[config.mk]
export PLATFORM = sky130hd
export DESIGN_NAME = pfx_drain
export DESIGN_NICKNAME = d
export VERILOG_FILES = /design/src/rtl/pfx_pkg.sv /design/src/rtl/pfx_vbuf.sv /design/src/rtl/pfx_drain.sv
export SDC_FILE = /design/constraint.sdc
export NUM_CORES = 1
export LEC_CHECK = 0
export ABC_CLOCK_PERIOD_IN_PS = 6600
export CORE_ASPECT_RATIO = 1.25
export CORE_MARGIN = 2
export CORE_UTILIZATION = 49
export DETAILED_ROUTE_END_ITERATION = 10
export PLACE_DENSITY = 0.84
export SETUP_SLACK_MARGIN = 0.5
export SLEW_MARGIN = 15
export SYNTH_ARGS = -nofsm -noshare
export SYNTH_HDL_FRONTEND = slang
export SYNTH_HIERARCHICAL = 1
export SYNTH_SLANG_ARGS = --single-unit
[constraint.sdc]
create_clock -name clk -period 6.6 [get_ports clk]
set_input_delay 1.32 -clock clk [delete_from_list [all_inputs] [get_ports clk]]
set_output_delay 1.32 -clock clk [all_outputs]
set_load 0.01 [all_outputs]
[src/rtl/pfx_pkg.sv]
// Shared definitions for the prefix-sum output path: default sizes,
// index-width helper and drain FSM state encoding.
package pfx_pkg;

   localparam int IWIDTH_DEF = 8;
   localparam int V_LEN_DEF  = 16;

   function automatic int idx_w(input int n);
      return (n < 2) ? 1 : $clog2(n);
   endfunction

   localparam int IDX_W = idx_w(V_LEN_DEF);

   typedef logic [0:0] state_t;
   localparam state_t IDLE  = 1'b0;
   localparam state_t DRAIN = 1'b1;

endpackage

[src/rtl/pfx_vbuf.sv]
// Two-slot ping-pong vector store with occupancy count and an element read port
// that can look at either the current read slot or the one behind it.
module pfx_vbuf import pfx_pkg::*; #(
   parameter int IWIDTH = IWIDTH_DEF,
   parameter int V_LEN  = V_LEN_DEF,
   localparam int XW    = idx_w(V_LEN)
) (
   input  logic                     clk,
   input  logic                     rst,
   input  logic                     wr,
   input  logic [V_LEN*IWIDTH-1:0]  wdata,
   input  logic                     free,
   input  logic                     rd_other,
   input  logic [XW-1:0]            ridx,
   output logic [IWIDTH-1:0]        rdata,
   output logic                     full,
   output logic                     empty
);

   logic [V_LEN-1:0][IWIDTH-1:0] slot [2];
   logic                         wr_ptr;
   logic                         rd_ptr;
   logic [1:0]                   count;

   always_ff @(posedge clk or posedge rst) begin
      if (rst) begin
         wr_ptr <= 1'b0;
         rd_ptr <= 1'b0;
         count  <= 2'd0;
      end else begin
         if (wr)
            wr_ptr <= ~wr_ptr;
         if (free)
            rd_ptr <= ~rd_ptr;
         count <= count + {1'b0, wr} - {1'b0, free};
      end
   end

   // Slot contents need no reset; occupancy alone decides what is valid.
   always_ff @(posedge clk) begin
      if (wr)
         slot[wr_ptr] <= wdata;
   end

   assign rdata = slot[rd_ptr ^ rd_other][ridx];
   assign full  = (count == 2'd2);
   assign empty = (count == 2'd0);

endmodule

[src/rtl/pfx_drain.sv]
// Buffers prefix-sum result vectors and streams them out one element per
// cycle over valid/ready, flagging vectors dropped while both slots are busy.
module pfx_drain import pfx_pkg::*; #(
   parameter int IWIDTH = IWIDTH_DEF,
   parameter int V_LEN  = V_LEN_DEF,
   localparam int XW    = idx_w(V_LEN)
) (
   input  logic                     clk,
   input  logic                     rst,
   input  logic                     valid_in,
   input  logic [V_LEN*IWIDTH-1:0]  ivec,
   output logic                     out_valid,
   input  logic                     out_ready,
   output logic [IWIDTH-1:0]        out_data,
   output logic [XW-1:0]            out_idx,
   output logic                     out_last,
   output logic                     busy,
   output logic                     overflow
);

   localparam logic [XW-1:0] LAST_IDX = XW'(V_LEN - 1);

   state_t            state;
   logic              hs, fin, accept, full, empty, rd_other;
   logic [XW-1:0]     ridx;
   logic [IWIDTH-1:0] rdata;

   assign out_valid = (state == DRAIN);
   assign hs        = out_valid & out_ready;
   assign fin       = hs & out_last;
   // A slot freed by the final handshake can take a new vector the same cycle.
   assign accept    = valid_in & (~full | fin);
   assign busy      = ~empty;

   // Next element to present: idx+1 mid-vector, else element 0 of the next slot.
   always_comb begin
      rd_other = fin;
      ridx     = (hs & ~out_last) ? out_idx + 1'b1 : '0;
   end

   pfx_vbuf #(.IWIDTH(IWIDTH), .V_LEN(V_LEN)) u_vbuf (
      .clk      (clk),
      .rst      (rst),
      .wr       (accept),
      .wdata    (ivec),
      .free     (fin),
      .rd_other (rd_other),
      .ridx     (ridx),
      .rdata    (rdata),
      .full     (full),
      .empty    (empty)
   );

   always_ff @(posedge clk or posedge rst) begin
      if (rst) begin
         state    <= IDLE;
         out_data <= '0;
         out_idx  <= '0;
         out_last <= 1'b0;
         overflow <= 1'b0;
      end else begin
         if (valid_in & ~accept)
            overflow <= 1'b1;
         if (state == IDLE) begin
            if (~empty) begin
               state    <= DRAIN;
               out_data <= rdata;
               out_idx  <= ridx;
               out_last <= (ridx == LAST_IDX);
            end
         end else if (hs) begin
            // Stay in DRAIN mid-vector, or at the end when the other slot holds a vector.
            if (~out_last | full) begin
               out_data <= rdata;
               out_idx  <= ridx;
               out_last <= (ridx == LAST_IDX);
            end else begin
               state    <= IDLE;
               out_data <= '0;
               out_idx  <= '0;
               out_last <= 1'b0;
            end
         end
      end
   end

endmodule

==> run summary, run 1 <==
Status - complete, no violations
Hold WS - 0.511 ns
Yosys top cell by area - edfxtp_1
HP Class - reg2reg
Starting Density - 49.9%
Unique cell type count in the Yosys netlist - 41
Synth cell count leaders - 256 x edfxtp_1, 229 x nand2_1, 74 x nand3_1
First-pass GRT wire length - 39.2 mm
Total CTS buffers - 26
Final HPWL DP - 17.0 mm
Initial DRC Count - 1085
R2R depth - 9
Layout fillers - 1462
Final TNS setup - 0 ns
Final Non-Filler Cells - 1211
CTS Root Buffer Type - clkbuf_16
DRC violations left - 0
Die Width - 136 um
Hold wc startpoint - overflow
Area post-placement - 0.0125 mm^2
Drt first pass iters - 6
Worst R2R Setup Slack - 3.09 ns
Final instance area - 0.0133 mm^2
Crit path required time - 7.01 ns
CTS tree - built
Crit-path max FO - 19
RSZ-0062 raised after global routing - false
Syn Area/Cell - 13.9 um^2
Ys async rst share - 6.91%
GRT Total Usage - 22.6%
Final Hold Vio Count - 0
Vias per inst - 5.87
DR vias - 7104
Crit path DAT - 4.77 ns
Final min period - 4.37 ns
Height of the die - 170 um
Hold EP - overflow
Post-cts resize count - 0
Synth Instances - 771
Min setup slack post-route - 2.23 ns
Post-Syn Nets - 906
Final Skew - 0.0201 ns
Final period utilization - 66.2%
Peak VDD IR - 0.291 mV
Per-cell routed wire length - 21.8 um
CTS max path bufs - 3
Core ar. - 0.0215 mm^2
Cell Pwr Density - 423 mW/mm^2
Synth top area cells - edfxtp_1 72%, nand2_1 8.0%, dfrtp_1 4.4%, nand3_1 3.4%, a31oi_1 2.8%
Gp weighted congestion - 0.800
Vias in the first global route - 6990
Initial antenna violation count - 0
Clk slew on worst S/H paths - 0.06 ns
Setup Slack @ Placement - 1.91 ns
Slew Viols, Final - 0
Crit. End Element - flop
WHS Path Cells - 1
Die area - 0.0231 mm^2
RR Endpoint - out_data[5]
Max Cap Viol - 0
Highest clock rate - 0.229 GHz
Layout net count - 1048
Slew headroom - 40.6%
Worst Setup SP - out_ready
Post-CTS setup buffers - 0
Reg2Reg Launch Point - out_last
Top FF cell, synth - edfxtp_1
I/O pin total - 148
CP Launch Type - input port
FF+latch count, synth - 275
Area share of the largest cell type after synthesis - 71.5%
Latest clock arrival within the worst-skew pair - 0.53 ns
Most common cell in the synthesized netlist - edfxtp_1
Pleak - 0.00475 uW
I/O Buffers - 147
Hold_buf cts - 0
Register area share after synthesis - 76.0%
Post-synth EDFFs - 256
YS warnings - 6
CTS H-tree depth - 1
# diodes - 0
Routed wire length - 26.4 mm
DRT antenna net count - 0
Clk sinks - 275
Post-Synthesis Cell Area - 0.0107 mm^2
Layout Area Growth over Synthesis - 24.2%
Worst setup path class - in2reg
Share of layout cells above drive strength 1 - 6.76%
Row cnt - 60
Placed insts - 1164
Final Setup Violations - 0
Worst Max-Slew Pin Slew - 0.890 ns
Congestion Overflow GR - 0
Largest net degree at the start of global routing - 86
[worst max-delay path, cell delays in order]
cell and delay (ns):
clkdlybuf4s50_1 0.56, nand3b_1 0.24, nor2_1 0.69, nor2b_2 0.72, buf_4 0.38, and3_1 0.21, a31oi_1 0.05, a31oi_1 0.25
nand3_1 0.12, a22o_1 0.22
[stage by stage]
step                      util (%)  total power (uW)
after CTS                     61.9              5630
after detailed placement      58.2              4200
after global placement        58.2              4150
after floorplan                  -              3610
final                         61.9              5640
after global routing          61.9              5870
[power by group]
part	internal [uW]	switching, uW	total, uW
registers	2390	148	2530
clock network	819	604	1420
logic	573	1110	1680
[logic make-up after synthesis]
logic type               Yosys count  synth area share, %
AND/OR/NAND/NOR                  350                 14.1
flip-flops                       275                 76.0
AO/OA/AOI/OAI                     76                 5.16
buffers and inverters             51                 2.08
XOR/XNOR                           8                0.722
multiplexers                       8                 1.66
adder cells (fa/ha/maj)            3                0.349
[sequential cells by signal (all words and copies together) (netlist names)]
register	cells
u_vbuf/slot	256
u_vbuf/count	2
out_idx	4
out_data	8
overflow	1
out_valid	1
u_vbuf/rd_ptr	1
out_last	1
u_vbuf/wr_ptr	1
[area by class of cell]
type                    instances  area [um^2]  area share, %
clock buffers                  31          691           5.18
multi-input cells             445         2410           18.0
repair buffers                157         1580           11.9
inverters                       8         30.0          0.225
clock inverters                16          121          0.909
flip-flops and latches        275         8160           61.2
well taps                     279          349           2.62
[how the worst max path moves through the flow]
stage / end / slack (ns) / depth (start not counted)
6_report: out_data[5] / 2.23 / 10
5_1_grt: out_data[4] / 2.02 / 10
4_1_cts: out_data[5] / 2.29 / 10
3_5_place_dp: out_data[5] / 1.91 / 10
3_3_place_gp: out_data[4] / 2.11 / 10
2_1_floorplan: u_vbuf/slot[0][0] / 0.92 / 3
[metal layers]
metal	global-route usage, %	part of all wire (%)	vias to the layer above
li1	-	-	3126
met1	28.9	35	3397
met2	38.0	50	498
met3	4.24	11	83
met4	9.01	4.0	0
met5	0	0	-
[placed cells by master, fill, tap and decap left out, drive strengths merged, types with 5 or more instances in the layout]
master and instances:
edfxtp 256, nand2 229, clkdlybuf4s50 147, nand3 74
a31oi 48, clkbuf 31, dfrtp 19, nand4 16
clkinv 14, a22o 10, buf 10, and3 9
inv 8, o211a 7, nor2 7, mux4 7
nor2b 6, xnor2 5
No activity file was read; power rests on OpenSTA's default activity.
==> run 2, diff against run 1 <==
--- a/config.mk
+++ b/config.mk
@@ -5,7 +5,7 @@
 export SDC_FILE = /design/constraint.sdc
 export NUM_CORES = 1
 export LEC_CHECK = 0
-export ABC_CLOCK_PERIOD_IN_PS = 6600
+export ABC_CLOCK_PERIOD_IN_PS = 3700
 export CORE_ASPECT_RATIO = 1.25
 export CORE_MARGIN = 2
 export CORE_UTILIZATION = 49
==> constraint.sdc (replaced) <==
create_clock -name clk -period 3.7 [get_ports clk]
set_input_delay 0.74 -clock clk [delete_from_list [all_inputs] [get_ports clk]]
set_output_delay 0.74 -clock clk [all_outputs]
set_load 0.01 [all_outputs]
==> run 2 against run 1 <==
  * Worst setup slack worse by 1.6 ns
  * Power up 87%
  * Hold slack worse by 0.053 ns
  * Wire length up 3.5%
  * Sequential share of layout area down 1.8 points
  * Clock-buffer cell count up 3
  * Clock skew down 0.0025 ns
  * Clock power up 92%
  * Non-clock buffer count up 26
  * Cell count up 2.2%
  * Critical path depth unchanged
  * Critical endpoint is now out_data[4]
  * Largest power group unchanged
==> run summary, run 2 (same netlist as run 1, synthesis figures left out) <==
Drt first pass iters - 5 (-1)
Cell Pwr Density - 766 mW/mm^2 (+81%)
HP Class - in2async
Initial DRC Count - 950 (-12%)
Routed wire length - 27.3 mm (+3.5%)
RSZ-0062 raised after global routing - false
Final TNS setup - 0 ns (unchanged)
NetSw - 3400 uW (+83%)
Worst Setup SP - out_ready
Vias per inst - 5.85 (-0.29%)
CP Launch Type - input port
RR Endpoint - out_data[4]
Final Setup Violations - 0 (unchanged)
# diodes - 0 (unchanged)
Crit path required time - 4.11 ns (-2.90 ns)
Max Cap Viol - 0 (unchanged)
Gp weighted congestion - 0.853 (+6.6%)
Top flop regs - u_vbuf/slot (256), out_data (8), out_idx (4)
Commonest non-fill, non-tap cell in the layout - edfxtp_1
Layout fillers - 1459 (-0.21%)
Crit-path max FO - 11 (-8)
Commonest cells after routing, fill and taps aside - 256 x edfxtp_1, 229 x nand2_1, 147 x clkdlybuf4s50_1, 73 x nand3_1, 48 x a31oi_1
CTS Root Buffer Type - clkbuf_16
Reg power frac - 43.1% (-1.8 points)
Row cnt - 60 (unchanged)
Core ar. - 0.0215 mm^2 (unchanged)
DR vias - 7241 (+1.9%)
Share of layout cells above drive strength 1 - 10.1% (+3.4 points)
Crit. End Element - flop
Per-cell routed wire length - 22.1 um (+1.2%)
Slew headroom - 56.1% (+16 points)
Crit path DAT - 3.50 ns (-1.27 ns)
Height of the die - 170 um (unchanged)
Critical Path, Cell by Cell - clkdlybuf4s50_1 > nand3_4 > inv_1 > xnor2_4 > buf_4 > mux4_2 > o211a_1 > a31oi_1 > nand3_1 > a22o_1
Clock power frac - 25.8% (+0.6 points)
Worst R2R Setup Slack - 0.93 ns (-2.16 ns)
Crit path largest cell delay - 0.54 ns (-0.18 ns)
Largest Register - u_vbuf/slot
Pleak - 0.00495 uW (+4.2%)
Latest clock arrival within the worst-skew pair - 0.53 ns (about the same)
Clk sinks - 275 (unchanged)
Die area - 0.0231 mm^2 (unchanged)
Clk slew on worst S/H paths - 0.06 ns (about the same)
Largest register FFs - 256 (unchanged)
Layout net count - 1074 (+2.5%)
GRT Total Usage - 23.4% (+0.86 points)
Total CTS buffers - 26 (unchanged)
DRC violations left - 0 (unchanged)
Largest net degree at the start of global routing - 55 (-36%)
Slew Viols, Final - 0 (unchanged)
Worst setup path class - in2reg
Status - complete, no violations
Final HPWL DP - 18.5 mm (+9.1%)
First-pass GRT wire length - 40.7 mm (+3.6%)
DRT antenna net count - 0 (unchanged)
CTS tree - built
CP max stage cell - clkdlybuf4s50_1
Initial antenna violation count - 0 (unchanged)
Worst Max-Slew Pin Slew - 0.659 ns (-0.231 ns)
Final Hold Vio Count - 0 (unchanged)
Switch share - 32.3% (-0.69 points)
Setup Slack @ Placement - 0.0609 ns (-1.85 ns)
Final period utilization - 83.5%
Highest clock rate - 0.324 GHz
Vias in the first global route - 7238 (+3.5%)
Peak VDD IR - 0.445 mV (+53%)
Congestion Overflow GR - 0 (unchanged)
I/O Buffers - 147 (unchanged)
CTS max path bufs - 3 (unchanged)
Reg2Reg Launch Point - out_valid
Starting Density - 49.9% (unchanged)
I/O pin total - 148 (unchanged)
R2R depth - 9 (unchanged)
Final min period - 3.09 ns
Layout Area Growth over Synthesis - 27.9%
Comb pwr share - 31.1% (+1.2 points)
CTS H-tree depth - 1 (unchanged)
Die Width - 136 um (unchanged)
Pint - 7120 uW (+89%)
Final Skew - 0.0176 ns (-0.00252 ns)
Min setup slack post-route - 0.612 ns (-1.62 ns)
## run 2: changes by cell type in the layout (fill, tap and decap cells not counted), sizes merged
| cell | before | now |
|---|---|---|
| clkinv | 14 | 9 |
| inv | 8 | 9 |
| clkbuf | 31 | 34 |
| bufinv | 2 | 4 |
| buf | 10 | 36 |
## run 2: worst max path at each step
stage	endpoint	slack [ns]
after floorplan	u_vbuf/slot[0][0]	0.29
after global placement	out_data[6]	0.14
after detailed placement	out_data[6]	0.06
after CTS	out_data[6]	0.52
after global routing	out_data[4]	0.52
final	out_data[4]	0.61
## run 2: timing repair
item | CTS | global route
hold buffers | 0 | 0
buffers inserted | 0 | 6
setup endpoints to repair | 0 | 8
resized for setup | 0 | 1
## run 2: through the flow
step | instance area (um^2) | hold slack, ns | utilization (%) | cells | total power (uW)
6_report | 13700 | 0.458 | 63.8 | 1238 | 10500
5_1_grt | 13700 | 0.474 | 63.8 | 1238 | 10900
4_1_cts | 13700 | 0.460 | 63.6 | 1232 | 10500
3_5_place_dp | 12800 | 0.482 | 59.5 | 1184 | 7730
3_3_place_gp | 12800 | 0.467 | 59.5 | 1184 | 7590
2_1_floorplan | 10800 | 0.506 | - | 771 | 6410
## run 2: critical path: cells and delay by family
family,cells,cell delay [ns]
compound gates,3,0.76
xor+xnor,1,0.36
buf+inv,3,0.86
mux,1,0.49
simple gates,2,0.28
## run 2: routing by layer
| metal | share of wire, % | track usage (%) | vias to the layer above | wire length [um] |
|---|---|---|---|---|
| met1 | 36 | 29.7 | 3545 | 9720 |
| met2 | 51 | 40.1 | 438 | 13900 |
| met4 | 4.0 | 9.69 | 0 | 1090 |
| met3 | 9.4 | 3.55 | 69 | 2560 |
| met5 | 0 | 0 | - | 0 |
| li1 | - | - | 3189 | - |
## run 2: area by class of cell
cell class                 instances  area [um^2]  area share, %
sequential                       275         8160           59.4
multi-input combinational        445         2430           17.7
timing repair buffer             183         1890           13.8
clock buffer                      34          702           5.11
tap                              279          349           2.54
clock inverter                    14          174           1.27
inverter                           8         30.0          0.219
## run 2: power groups by stage
stage	sequential (uW)	combinational, uW	clock [uW]
finish	4530	3280	2720
global placement	4540	3060	0
floorplan	4540	1870	0
CTS	4520	3190	2740
detailed placement	4580	3150	0
global route	4580	3500	2850
==> run 3, diff against run 2 <==
--- a/config.mk
+++ b/config.mk
@@ -5,7 +5,7 @@
 export SDC_FILE = /design/constraint.sdc
 export NUM_CORES = 1
 export LEC_CHECK = 0
-export ABC_CLOCK_PERIOD_IN_PS = 3700
+export ABC_CLOCK_PERIOD_IN_PS = 2600
 export CORE_ASPECT_RATIO = 1.25
 export CORE_MARGIN = 2
 export CORE_UTILIZATION = 49
==> constraint.sdc (replaced) <==
create_clock -name clk -period 2.6 [get_ports clk]
set_input_delay 0.52 -clock clk [delete_from_list [all_inputs] [get_ports clk]]
set_output_delay 0.52 -clock clk [all_outputs]
set_load 0.01 [all_outputs]
==> run 3 against run 2 <==
  * Clock power grew 37%
  * Largest power group unchanged
  * First-iteration DRC count rose by 16%
  * Critical path depth is the same
  * Flip-flop and latch count unchanged
  * Largest cell class unchanged
  * Final area rose by 4.0%
  * Clock-buffer cell count is 2 lower
  * Register-to-register slack got worse by 0.85 ns
  * Hold slack worse by 0.25 ns
  * Global-route usage grew 1.8 points
==> run summary, run 3 (same netlist as run 1, synthesis figures left out) <==
Row cnt - 60 (unchanged)
Status - complete, no violations
Max Cap Viol - 0 (unchanged)
Final TNS setup - 0 ns (unchanged)
Crit path required time - 3.01 ns (-1.10 ns)
HP Class - in2async
Routed wire length - 28.9 mm (+5.9%)
WL met3 - 2.80 mm (+9.4%)
Die Width - 136 um (unchanged)
Largest Register - u_vbuf/slot
Worst Max-Slew Pin Slew - 0.693 ns (+0.0343 ns)
Highest clock rate - 0.396 GHz
Layout Area Growth over Synthesis - 33.0%
Crit path DAT - 2.93 ns (-0.57 ns)
Hold_buf cts - 0 (unchanged)
Top flop regs - u_vbuf/slot (256), out_data (8), out_idx (4)
Layout fillers - 1378 (-5.6%)
# diodes - 0 (unchanged)
I/O Buffers - 147 (unchanged)
Pleak - 0.00522 uW (+5.5%)
WL met2 - 14.8 mm (+6.4%)
RSZ-0062 raised after global routing - true
Multi-input gate area - 0.00251 mm^2 (+3.3%)
Clk slew on worst S/H paths - 0.06 ns (about the same)
Final Skew - 0.00734 ns (-0.0102 ns)
Die area - 0.0231 mm^2 (unchanged)
Initial antenna violation count - 0 (unchanged)
Vias in the first global route - 7572 (+4.6%)
Top sig layer - met4
Final min period - 2.52 ns
GRT Total Usage - 25.2% (+1.8 points)
Hold WS - 0.211 ns (-0.247 ns)
Crit path largest cell delay - 0.50 ns (-0.04 ns)
Crit. End Element - flop
Height of the die - 170 um (unchanged)
I/O pin total - 148 (unchanged)
Clk sinks - 275 (unchanged)
Commonest cells after routing, fill and taps aside - 256 x edfxtp_1, 229 x nand2_1, 143 x clkdlybuf4s50_1, 73 x nand3_1, 50 x buf_4
Core ar. - 0.0215 mm^2 (unchanged)
Slew headroom - 53.8% (-2.3 points)
Cell Pwr Density - 1100 mW/mm^2 (+44%)
Gp weighted congestion - 0.822 (-3.6%)
Latest clock arrival within the worst-skew pair - 0.53 ns (about the same)
M1 WL - 10.3 mm (+5.7%)
DR vias - 7501 (+3.6%)
Commonest non-fill, non-tap cell in the layout - edfxtp_1
Sequential Area - 0.00817 mm^2 (about the same)
Starting Density - 49.9% (unchanged)
Initial DRC Count - 1098 (+16%)
Worst setup path class - reg2reg
CTS Root Buffer Type - clkbuf_16
Largest net degree at the start of global routing - 47 (-15%)
Final core utilization - 66.3% (+2.6 points)
Critical Path, Cell by Cell - nand3_4 > clkinvlp_4 > xnor2_4 > buf_12 > buf_6 > mux4_2 > o211a_1 > a31oi_1 > nand3_1 > a22o_1
CTS H-tree depth - 1 (unchanged)
Drt first pass iters - 5 (unchanged)
Layout net count - 1119 (+4.2%)
Peak VDD IR - 0.672 mV (+51%)
R2R depth - 10 (+1)
Per-cell routed wire length - 22.6 um (+2.4%)
Final HPWL DP - 19.4 mm (+4.6%)
DRC violations left - 0 (unchanged)
Slew Viols, Final - 0 (unchanged)
DRT antenna net count - 0 (unchanged)
Final Hold Vio Count - 0 (unchanged)
Share of layout cells above drive strength 1 - 15.7% (+5.6 points)
Final Setup Violations - 0 (unchanged)
Crit-path max FO - 6 (-5)
CTS tree - built
Congestion Overflow GR - 0 (unchanged)
CP max stage cell - mux4_2
Final period utilization - 97.0%
Largest register FFs - 256 (unchanged)
Vias per inst - 5.86 (+0.11%)
Total CTS buffers - 26 (unchanged)
CTS max path bufs - 3 (unchanged)
CP Launch Type - flop
First-pass GRT wire length - 43.4 mm (+6.8%)
[run 3: cell type report]
type	count	area share (%)
Clock buffer	32	4.86
Clock inverter	14	0.989
Inverter	8	0.236
Multi-Input combinational cell	446	17.6
Sequential cell	275	57.1
Tap cell	279	2.44
Timing Repair Buffer	227	16.8
[run 3: power by group]
group / internal [uW] / switching, uW / total (uW)
registers: 6050 / 404 / 6450
clock network: 2180 / 1540 / 3730
logic: 2410 / 3200 / 5610
[run 3: through the flow]
step | instances | setup WS, ns | power [uW] | area, um^2
final | 1281 | 0.0778 | 15800 | 14300
after global routing | 1281 | -0.0164 | 16400 | 14300
after CTS | 1281 | 0.0818 | 15600 | 14200
after detailed placement | 1222 | -0.628 | 11500 | 13200
after global placement | 1222 | -0.551 | 11300 | 13200
after floorplan | 771 | -0.585 | 9190 | 10800
[run 3: critical path, delay by kind of cell (launching register included)]
kind	cells	cell delay (ns)
mux	1	0.50
buf+inv	3	0.41
compound gates	3	0.63
xor+xnor	1	0.22
simple gates	2	0.21
flops	1	0.42
[run 3: repair_timing]
item | in CTS | in global routing
cloned | 2 | 0
setup buffers | 11 | 0
setup endpoints to repair | 10 | 11
pin swaps | 5 | 3
resized for setup | 16 | 12
hold endpoints to repair | 0 | 0
[run 3: worst paths after layout]
check | startpoint | end | slack, ns
worst max-delay path | out_valid | out_data[3] | 0.08
worst min-delay path | rst | u_vbuf/rd_ptr | 0.21
worst max register to register | out_valid | out_data[3] | 0.08
worst min register to register | overflow | overflow | 0.48
max in group asynchronous | rst | out_last | 1.69
min in group clk | overflow | overflow | 0.48
[run 3: per-layer routing]
metal,vias up,global-route usage (%)
li1,3277,-
met1,3616,32.1
met2,537,43.0
met3,71,4.60
met4,0,9.74
met5,-,0
